File: src/rtl/approx_adder_err_sweeper_pkg.sv
// Shared types and width helpers for the approximate-adder error sweeper.
package approx_eval_pkg;

  typedef enum logic [1:0] {
    ST_IDLE,
    ST_WAIT,
    ST_CHECK,
    ST_DONE
  } state_e;

  function automatic int err_cnt_w(input int n_in);
    return n_in + 1;
  endfunction

  function automatic int sum_w(input int n_in, input int n_out);
    return n_in + n_out;
  endfunction

  function automatic int lat_w(input int lat);
    return (lat > 0) ? $clog2(lat + 1) : 1;
  endfunction

  // Operands split evenly and the sum needs exactly one carry bit.
  function automatic bit widths_ok(input int n_in, input int n_out);
    return (n_in >= 2) && (n_in % 2 == 0) && (n_out == n_in / 2 + 1);
  endfunction

endpackage

File: src/rtl/approx_adder_err_sweeper_if.sv
// Stimulus/response bus between the sweeper and the adder under evaluation.
interface approx_adder_err_sweeper_if #(
  parameter int N_IN  = 4,
  parameter int N_OUT = 3
);
  logic [N_IN-1:0]  dut_in;
  logic [N_OUT-1:0] dut_out;

  modport master (output dut_in, input dut_out);
  modport slave  (input dut_in, output dut_out);
endinterface

File: src/rtl/approx_adder_err_sweeper_absdiff.sv
// Splits a stimulus vector into A/B, forms the exact sum and the absolute
// difference against the observed response.
module approx_err_absdiff #(
  parameter int N_IN  = 4,
  parameter int N_OUT = 3
) (
  input  logic [N_IN-1:0]  vec_i,
  input  logic [N_OUT-1:0] resp_i,
  output logic [N_OUT-1:0] abs_err_o
);
  localparam int HALF = N_IN / 2;

  logic [HALF-1:0]  op_a;
  logic [HALF-1:0]  op_b;
  logic [N_OUT-1:0] exact;

  assign op_a      = vec_i[HALF-1:0];
  assign op_b      = vec_i[N_IN-1:HALF];
  assign exact     = N_OUT'(op_a) + N_OUT'(op_b);
  assign abs_err_o = (resp_i >= exact) ? (resp_i - exact) : (exact - resp_i);
endmodule

File: src/rtl/approx_adder_err_sweeper.sv
// Exhaustive sweep of an approximate adder: drives every vector, samples the
// response after the DUT latency and accumulates error statistics.
module approx_adder_err_sweeper
  import approx_eval_pkg::*;
#(
  parameter int N_IN    = 4,
  parameter int N_OUT   = 3,
  parameter int ET      = 5,
  parameter int DUT_LAT = 0
) (
  input  logic                            clk,
  input  logic                            rst_n,
  input  logic                            start,
  input  logic                            abort,
  approx_adder_err_sweeper_if.master      dut_if,
  output logic                            busy,
  output logic                            done,
  output logic                            results_valid,
  output logic                            pass,
  output logic [N_OUT-1:0]                max_err,
  output logic [err_cnt_w(N_IN)-1:0]      err_count,
  output logic [sum_w(N_IN, N_OUT)-1:0]   sum_abs_err,
  output logic [N_IN-1:0]                 first_fail_vec,
  output logic                            fail_valid
);
  localparam int ERR_W  = err_cnt_w(N_IN);
  localparam int SUM_W  = sum_w(N_IN, N_OUT);
  localparam int LAT_W  = lat_w(DUT_LAT);
  localparam int ET_MAX = (1 << N_OUT) - 1;
  localparam logic [N_OUT-1:0] ET_V  = (ET >= ET_MAX) ? N_OUT'(ET_MAX) : N_OUT'(ET);
  localparam logic [LAT_W-1:0] LAT_V = LAT_W'(DUT_LAT);

  generate
    if (!widths_ok(N_IN, N_OUT)) begin : g_bad_cfg
      $error("approx_adder_err_sweeper: N_IN must be even and N_OUT must equal N_IN/2+1");
    end
  endgenerate

  state_e             state_q;
  logic [N_IN-1:0]    vec_q;
  logic [LAT_W-1:0]   wait_q;
  logic [N_OUT-1:0]   resp_q;
  logic               busy_q, done_q, valid_q, pass_q, fail_valid_q;
  logic [N_OUT-1:0]   max_err_q, max_err_d;
  logic [ERR_W-1:0]   err_count_q, err_count_d;
  logic [SUM_W-1:0]   sum_q, sum_d;
  logic [N_IN-1:0]    first_fail_q;
  logic [N_OUT-1:0]   abs_err;
  logic               over_et;

  approx_err_absdiff #(
    .N_IN  (N_IN),
    .N_OUT (N_OUT)
  ) u_absdiff (
    .vec_i     (vec_q),
    .resp_i    (resp_q),
    .abs_err_o (abs_err)
  );

  // NOTE: every always_comb output gets a default first so no latch can be inferred.
  always_comb begin
    max_err_d   = max_err_q;
    err_count_d = err_count_q;
    sum_d       = sum_q + SUM_W'(abs_err);
    over_et     = abs_err > ET_V;
    if (abs_err > max_err_q) max_err_d = abs_err;
    if (abs_err != '0)       err_count_d = err_count_q + ERR_W'(1);
  end

  // NOTE: sequential state uses non-blocking assignments only, so every register
  // sees the pre-edge values of the others regardless of statement order.
  always_ff @(posedge clk) begin
    if (!rst_n) begin
      state_q      <= ST_IDLE;
      vec_q        <= '0;
      wait_q       <= '0;
      resp_q       <= '0;
      busy_q       <= 1'b0;
      done_q       <= 1'b0;
      valid_q      <= 1'b0;
      pass_q       <= 1'b0;
      max_err_q    <= '0;
      err_count_q  <= '0;
      sum_q        <= '0;
      first_fail_q <= '0;
      fail_valid_q <= 1'b0;
    end else begin
      // The response is registered, so CHECK sees the value present DUT_LAT+1 edges after the load.
      resp_q <= dut_if.dut_out;
      done_q <= 1'b0;
      case (state_q)
        ST_IDLE: begin
          if (start) begin
            vec_q        <= '0;
            wait_q       <= LAT_V;
            busy_q       <= 1'b1;
            valid_q      <= 1'b0;
            pass_q       <= 1'b0;
            max_err_q    <= '0;
            err_count_q  <= '0;
            sum_q        <= '0;
            first_fail_q <= '0;
            fail_valid_q <= 1'b0;
            state_q      <= ST_WAIT;
          end
        end
        ST_WAIT: begin
          if (abort) begin
            busy_q  <= 1'b0;
            state_q <= ST_IDLE;
          end else if (wait_q == '0) begin
            state_q <= ST_CHECK;
          end else begin
            wait_q <= wait_q - LAT_W'(1);
          end
        end
        ST_CHECK: begin
          if (abort) begin
            busy_q  <= 1'b0;
            state_q <= ST_IDLE;
          end else begin
            max_err_q   <= max_err_d;
            err_count_q <= err_count_d;
            sum_q       <= sum_d;
            if (over_et && !fail_valid_q) begin
              first_fail_q <= vec_q;
              fail_valid_q <= 1'b1;
            end
            if (&vec_q) begin
              // Outputs are registered on entry so they coincide with the DONE cycle.
              done_q  <= 1'b1;
              busy_q  <= 1'b0;
              valid_q <= 1'b1;
              pass_q  <= (max_err_d <= ET_V);
              state_q <= ST_DONE;
            end else begin
              vec_q   <= vec_q + N_IN'(1);
              wait_q  <= LAT_V;
              state_q <= ST_WAIT;
            end
          end
        end
        ST_DONE: state_q <= ST_IDLE;
        default: state_q <= ST_IDLE;
      endcase
    end
  end

  assign dut_if.dut_in  = vec_q;
  assign busy           = busy_q;
  assign done           = done_q;
  assign results_valid  = valid_q;
  assign pass           = pass_q;
  assign max_err        = max_err_q;
  assign err_count      = err_count_q;
  assign sum_abs_err    = sum_q;
  assign first_fail_vec = first_fail_q;
  assign fail_valid     = fail_valid_q;

endmodule
File: src/flat_wrapper.sv
// flat-port wrapper written by rule: the top's interface ports become plain ports
module approx_adder_err_sweeper_flat import approx_eval_pkg::*;
#(
  parameter int N_IN    = 4,
  parameter int N_OUT   = 3,
  parameter int ET      = 5,
  parameter int DUT_LAT = 0
)
  (clk, rst_n, start, abort, busy, done, results_valid, pass, max_err, err_count, sum_abs_err, first_fail_vec, fail_valid, dut_if_dut_in, dut_if_dut_out);
  approx_adder_err_sweeper_if #(.N_IN(N_IN), .N_OUT(N_OUT)) dut_if_i ();
  input  logic clk;
  input  logic rst_n;
  input  logic start;
  input  logic abort;
  output logic busy;
  output logic done;
  output logic results_valid;
  output logic pass;
  output logic [N_OUT-1:0] max_err;
  output logic [err_cnt_w(N_IN)-1:0] err_count;
  output logic [sum_w(N_IN, N_OUT)-1:0] sum_abs_err;
  output logic [N_IN-1:0] first_fail_vec;
  output logic fail_valid;
  output wire logic [$bits(dut_if_i.dut_in)-1:0] dut_if_dut_in;
  input wire logic [$bits(dut_if_i.dut_out)-1:0] dut_if_dut_out;
  assign dut_if_dut_in = dut_if_i.dut_in;
  assign dut_if_i.dut_out = dut_if_dut_out;
  approx_adder_err_sweeper #(.N_IN(N_IN), .N_OUT(N_OUT), .ET(ET), .DUT_LAT(DUT_LAT)) u_core (.clk(clk), .rst_n(rst_n), .start(start), .abort(abort), .dut_if(dut_if_i), .busy(busy), .done(done), .results_valid(results_valid), .pass(pass), .max_err(max_err), .err_count(err_count), .sum_abs_err(sum_abs_err), .first_fail_vec(first_fail_vec), .fail_valid(fail_valid));
endmodule
File: config.mk
export PLATFORM = sky130hd
export DESIGN_NAME = approx_adder_err_sweeper_flat
export DESIGN_NICKNAME = d
export VERILOG_FILES = /design/src/rtl/approx_adder_err_sweeper_pkg.sv /design/src/rtl/approx_adder_err_sweeper_if.sv /design/src/rtl/approx_adder_err_sweeper_absdiff.sv /design/src/rtl/approx_adder_err_sweeper.sv /design/src/flat_wrapper.sv
export SDC_FILE = /design/constraint.sdc
export NUM_CORES = 1
export LEC_CHECK = 0
export ABC_AREA = 1
export CAP_MARGIN = 40
export CORE_ASPECT_RATIO = 1.5
export CORE_MARGIN = 3
export CORE_UTILIZATION = 29
export DETAILED_ROUTE_END_ITERATION = 12
export GPL_ROUTABILITY_DRIVEN = 0
export PLACE_DENSITY = 0.48
export SLEW_MARGIN = 0
export SYNTH_ARGS = -nofsm -noshare
export SYNTH_HDL_FRONTEND = slang
export SYNTH_SLANG_ARGS = --single-unit
File: constraint.sdc
create_clock -name clk -period 3.33 [get_ports clk]
set_input_delay 0.666 -clock clk [delete_from_list [all_inputs] [get_ports clk]]
set_output_delay 0.666 -clock clk [all_outputs]
set_load 0.02 [all_outputs]
### Word-level counts from Yosys, hierarchy flattened

Index checks and enable logic that the tools add are counted.

| storage, ports and cells | value |
|---|---|
| register bits | 34 |
| bits in latches | 0 |
| memory bits (writable) | 0 |
| bits in read-only memories | 0 |
| input port bits | 7 |
| output and inout port bits | 28 |
| logic and storage cells | 101 |
| memories | 0 |

| cells by class | value |
|---|---|
| $add $sub $neg | 7 |
| multipliers | 0 |
| div/mod/pow operators | 0 |
| $lt $le $gt $ge | 4 |
| eq/ne operators | 13 |
| shift operators | 0 |
| muxes and demuxes | 46 |
| bitwise logic cells | 2 |
| reduce and logical (&&, ||, !) cells | 16 |

Operator list:

| operator | count |
|---|---|
| AND reduction 4 bit | 6 |
| 2-to-1 mux 4 bit | 5 |
| 2-to-1 mux 1 bit | 16 |
| one-hot mux 4 bit (2 select lines) | 2 |
| 2-to-1 mux 5 bit | 3 |
| 2-to-1 mux 7 bit | 2 |
| one-hot mux 7 bit (2 select lines) | 1 |
| 2-to-1 mux 3 bit | 4 |
| 2-to-1 mux 2 bit | 5 |
| != test 2 bit (second input constant) | 5 |
| one-hot mux 5 bit (2 select lines) | 1 |
| one-hot mux 2 bit (4 select lines) | 1 |
| adder 7 x 3 -> 7 bit | 1 |
| != test 2 x 1 -> 1 bit (second input constant) | 3 |
| one-hot mux 1 bit (2 select lines) | 3 |
| one-hot mux 1 bit (3 select lines) | 2 |
| one-hot mux 3 bit (2 select lines) | 1 |
| nonzero test 3 bit | 2 |
| subtractor 3 bit | 2 |
| adder 5 x 1 -> 5 bit (second input constant) | 1 |
| AND reduction 5 bit | 1 |
| adder 4 x 1 -> 4 bit (second input constant) | 1 |
| equality test 2 bit (second input constant) | 2 |
| adder 2 x 2 -> 3 bit | 1 |
| 16 further kinds | 17 |

### Logic depth before layout (Yosys ltp)

| depth | value |
|---|---|
| depth in word-level cells | 9 |
| mapped depth | 22 |
| gate-level depth less buffers | 21 |

### Modules after synthesis

From an unflattened synthesis, not the netlist that was laid out.

| second synthesis, totals | value |
|---|---|
| cell total of the unflattened synthesis | 253 |
| area, all modules | 1918.1 µm² |

By module, submodules not included:

| module | times used | cells each | area an instance (µm²) | seq. area each (µm²) |
|---|---|---|---|---|
| approx_adder_err_sweeper | 1 | 216 | 1652.8 | 660.6 |
| approx_err_absdiff | 1 | 37 | 265.3 | 0.0 |

### Least setup slack after synthesis

No wires, ideal clock.

| timing | value |
|---|---|
| path type | register -> register |
| from | reg u_core.vec_q[2] (netlist: u_core.dut_if.dut_in[2]) |
| to | reg u_core.pass_q (netlist: u_core.pass) |
| library setup time | 70 ps |
| arrival time | 3049 ps |
| required time | 3260 ps |
| path slack | 211 ps |
| stages on the path, launching flop included | 18 |
| buffers on the path | 0 |
| period minus slack after synthesis | 3119 ps |
| cells stage by stage | dfxtp_1 -> ha_1 -> fa_1 -> inv_1 -> fa_1 -> nand3b_1 -> nand2_2 -> ha_1 -> nand2_1 -> nor2_1 -> nor2_1 -> nor2_1 -> inv_1 -> nand2_1 -> nand2_1 -> nand2_1 -> nand2_1 -> a21oi_1 |

| on the way | value |
|---|---|
| cells in the longest elaborated chain, start to end | 9 |
| elaborated cells on any way between the ends | 14 |
| those cells by class | add/sub: 3; order compare: 3; eq/ne: 1; mux: 5; reduce/logical: 2 |

RTL lines:

| item | line | source |
|---|---|---|
| start: declaration | approx_adder_err_sweeper.sv:40 | `logic [N_IN-1:0] vec_q;` |
| start signal: assignment | approx_adder_err_sweeper.sv:137 | `vec_q <= vec_q + N_IN'(1);` |
| adder 2 x 2 -> 3 bit | approx_adder_err_sweeper_absdiff.sv:19 | `assign exact = N_OUT'(op_a) + N_OUT'(op_b);` |
| subtractor 3 bit / >= comparator 3 bit (equally long branches) | approx_adder_err_sweeper_absdiff.sv:20 | `assign abs_err_o = (resp_i >= exact) ? (resp_i - exact) : (exact - resp_i);` |
| 2-to-1 mux 3 bit | approx_adder_err_sweeper_absdiff.sv:20 |  |
| > comparator 3 bit | approx_adder_err_sweeper.sv:66 | `if (abs_err > max_err_q) max_err_d = abs_err;` |
| 2-to-1 mux 3 bit | approx_adder_err_sweeper.sv:66 |  |
| <= comparator 3 bit | approx_adder_err_sweeper.sv:134 | `pass_q <= (max_err_d <= ET_V);` |
| 2-to-1 mux 1 bit | approx_adder_err_sweeper.sv:129 | `if (&vec_q) begin` |
| 2-to-1 mux 1 bit | approx_adder_err_sweeper.sv:118 | `if (abort) begin` |
| one-hot mux 1 bit (2 select lines) | approx_adder_err_sweeper.sv:91 | `case (state_q)` |
| end signal: assignment | approx_adder_err_sweeper.sv:134 |  |
| end: declaration | approx_adder_err_sweeper.sv:43 | `logic busy_q, done_q, valid_q, pass_q, fail_valid_q;` |

Parallel ways exist; a longest one is shown, timed or not. The select of a mux whose other input is x is not followed.
A chain may end at the register's enable or synchronous reset.

### Final worst setup path

| timing | value |
|---|---|
| from | reg u_core.vec_q[0] (netlist: u_core.dut_if.dut_in[0]) |
| to | reg u_core.pass_q (netlist: u_core.pass) |

The elaborated chain is that of the path after synthesis.

==> metrics.txt <==
Final Setup Violations=0; vias post-DR=between 1,500 and 2,000; Critical Path Start=u_core.dut_if.dut_in[0]$_SDFFE_PN0P_; Synth area leaders=dfxtp_1, nand2_1, ha_1; CP Cell Sequence=ha_1 > fa_2 > inv_2 > fa_2 > nand3b_1 > nand2_4 > ha_1 > nand2_1 > nor2_1 > nor2_1 > nor2_2 > inv_2 > nand2_1 > nand2_1 > nand2_1 > nand2_1 > a21oi_1; r2r startpoint=u_core.dut_if.dut_in[0]$_SDFFE_PN0P_; Reg clk slew, reported paths=0.07 ns; Final min period=roughly 3.1 ns; global-route wire length before repair=between 8 and 9 mm; vias in the first global route=roughly 1,900; commonest non-fill, non-tap cells in the layout=nand2_1, inv_1, clkdlybuf4s50_1; antenna violations before repair=0; effective utilization at floorplan=just over 30%; Max Clock Skew=0.00950 ns; r2r setup slk=about 0.24 ns; CP max-delay cell=fa_2; 1st-pass router iterations=4; Final ANT Viol Nets=0; Fill cells=~700; Nets=349; clk sinks=33; hold buffers post-CTS=0; Seq/Total Area, Yosys=between 30 and 40%; multi-input logic area=around 0.0012 mm^2; gr ovfl total=0; status=completed; CTS tree=done; Clock Path Buffers=2; Seq cells post-synth=33; ant diodes=0; share of layout cells above drive strength 1=roughly an eighth; Port Buf Inserts=34; worst setup path class=register to register; Worst Tran Pin Value=0.526 ns; setup_tns=0 ns; Detailed Place HPWL=slightly below 4 mm; FF-to-FF End=u_core.pass$_SDFFE_PN0P_; sink of the worst hold path=u_core.first_fail_vec[3]$_SDFFE_PN0P_; WP buf/inv=2; CP peak stage delay=~0.59 ns; Reg2Reg Depth=17; Worst Hold Class=register to register; Die ar.=0.00807 mm^2; Crit. End Element=register; fin crit share=roughly 93%; Place WS=approximately 0.12 ns; hold path cells=2; core area=roughly 0.0067 mm^2; GRT Total Usage=between 10% and 20%; row count=36; VDD IR max=about 0.19 mV; later-pin clock latency in the skew report=0.29 ns; max_slew headroom=64.9%; most common cell after layout, fill and taps aside=nand2_1; Pwr per Cell Area=between 400 and 500 mW/mm^2; Synth area leader=dfxtp_1; die height=~110 um; hold_sp=u_core.first_fail_vec[3]$_SDFFE_PN0P_; Die Width=~74 um; Unique masters post-synth=31; area grow syn2layout=31.5%; register area=661 um^2; RSZ-0062 raised after global routing=no; Residual DRC=0; synth warn=0; initial drt markers=89; Post-Syn Area=about 0.0020 mm^2; drt wl/cell=12.7 um; H-tree levels=2; pin count of the biggest net entering global routing=20; Critical Path RT=approximately 3.5 ns; Final Hold Viols=0; Startpoint Class=register; max frequency=approximately 320 MHz; Num CTS Buffers=5; Vias/cell=between 4 and 5; Mapped Cells=between 200 and 300; arrival time of the worst setup path=approximately 3.3 ns; Slew Limit Fails=0; top cell type's share of synthesized area=32.5%; Syn Nets=just over 300; end-of-flow core utilization=about 40%; IO Count=35; crit-path max FO=4; syn avg cell area=around 7.4 um^2; Final WS setup=around 0.24 ns; most frequent CP cell=nand2_1; top cell family by delay on the critical path=adder cells; Pleak=1.18 nW; max-cap violations=0; Routed WL=~5 mm; Clock Tree Root=clkbuf_8
## Yosys cell counts
cell type / instances
nand2_2: 3
fa_1: 4
a21oi_2: 1
buf_4: 1
nor3_1: 3
nand4_1: 2
buf_6: 1
nor2_4: 2
inv_1: 39
o221a_2: 2
nand2_4: 2
clkbuf_1: 2
nor3b_1: 1
nand3b_1: 1
nand2_1: 67
nand3_4: 2
buf_2: 1
a31oi_1: 2
ha_1: 19
nand3_1: 22
a21oi_1: 27
inv_6: 1
o21ai_0: 6
nand3b_2: 1
xnor2_1: 2
xor2_1: 3
o211ai_1: 1
inv_4: 1
nor2_1: 21
dfxtp_1: 33
o21bai_1: 1
## final cells by class
class | instances | share of cell area [%]
Multi-Input combinational cell | 195 | 45.4
Sequential cell | 33 | 24.7
Timing Repair Buffer | 43 | 15.3
Inverter | 41 | 6.04
Tap cell | 76 | 3.56
Clock buffer | 5 | 2.57
Clock inverter | 3 | 2.43
## worst max path at each step
stage                                           to  slack, ns  cells past startpoint
final                     u_core.pass$_SDFFE_PN0P_       0.24                     17
after global routing      u_core.pass$_SDFFE_PN0P_       0.01                     17
after CTS                 u_core.pass$_SDFFE_PN0P_        0.1                     17
after detailed placement  u_core.pass$_SDFFE_PN0P_       0.12                     17
after global placement    u_core.pass$_SDFFE_PN0P_       0.19                     17
after floorplan           u_core.pass$_SDFFE_PN0P_       0.21                     17
## repair_timing
action	in CTS	in global routing
setup buffers	0	4
gates resized for setup	0	9
setup endpoints to repair	0	6
## worst reg2reg max path: stages, from the launching register on
cell and delay (ns):
dfxtp_1 0.32, ha_1 0.21, fa_2 0.59, inv_2 0.06, fa_2 0.54, nand3b_1 0.15
nand2_4 0.09, ha_1 0.28, nand2_1 0.06, nor2_1 0.08, nor2_1 0.05, nor2_2 0.17
inv_2 0.06, nand2_1 0.05, nand2_1 0.07, nand2_1 0.07, nand2_1 0.05, a21oi_1 0.12
## through the flow
step | total power [mW] | hold slack [ns] | instances | instance area, um^2
3_3_place_gp | 0.609 | 0.479 | 384 | 2470
4_1_cts | 1.08 | 0.495 | 392 | 2610
6_report | 1.07 | 0.490 | 396 | 2670
5_1_grt | 1.13 | 0.514 | 396 | 2670
2_1_floorplan | 0.554 | 0.476 | 274 | 2030
3_5_place_dp | 0.610 | 0.474 | 384 | 2470
## cell families after synthesis
group / synth area share (%)
xor gates and xnor gates: 2.16
AOI/OAI and AO/OA: 11.0
adders and majority gates: 15.6
and+or+nand+nor: 29.2
buffers and inverters: 9.48
DFF: 32.5
## routing by layer
layer  vias to the layer above  global-route usage, %  routed length [um]
li1                        972                      -                   -
met1                       841                   15.5                2170
met2                        24                   24.1                2620
met3                         9                   2.70                 124
met4                         0                   6.49                 134
met5                         -                      0                   0
## power by group
group          internal (mW)  total, mW  switching (mW)  leakage, nW
sequential             0.407      0.417          0.0109        0.268
clock                  0.298      0.458           0.160       0.0681
combinational         0.0769      0.197           0.120        0.848
## sequential cells by signal (all words and copies together), names as in the netlist
register and flops:
u_core.fail_valid 1, u_core.err_count 5, u_core.results_valid 1, u_core.dut_if.dut_in 4, u_core.first_fail_vec 4, u_core.max_err 3
u_core.pass 1, u_core.resp_q 3, u_core.sum_abs_err 7, u_core.state_q 2, u_core.done 1, u_core.busy 1
No activity file was read; power rests on OpenSTA's default activity.
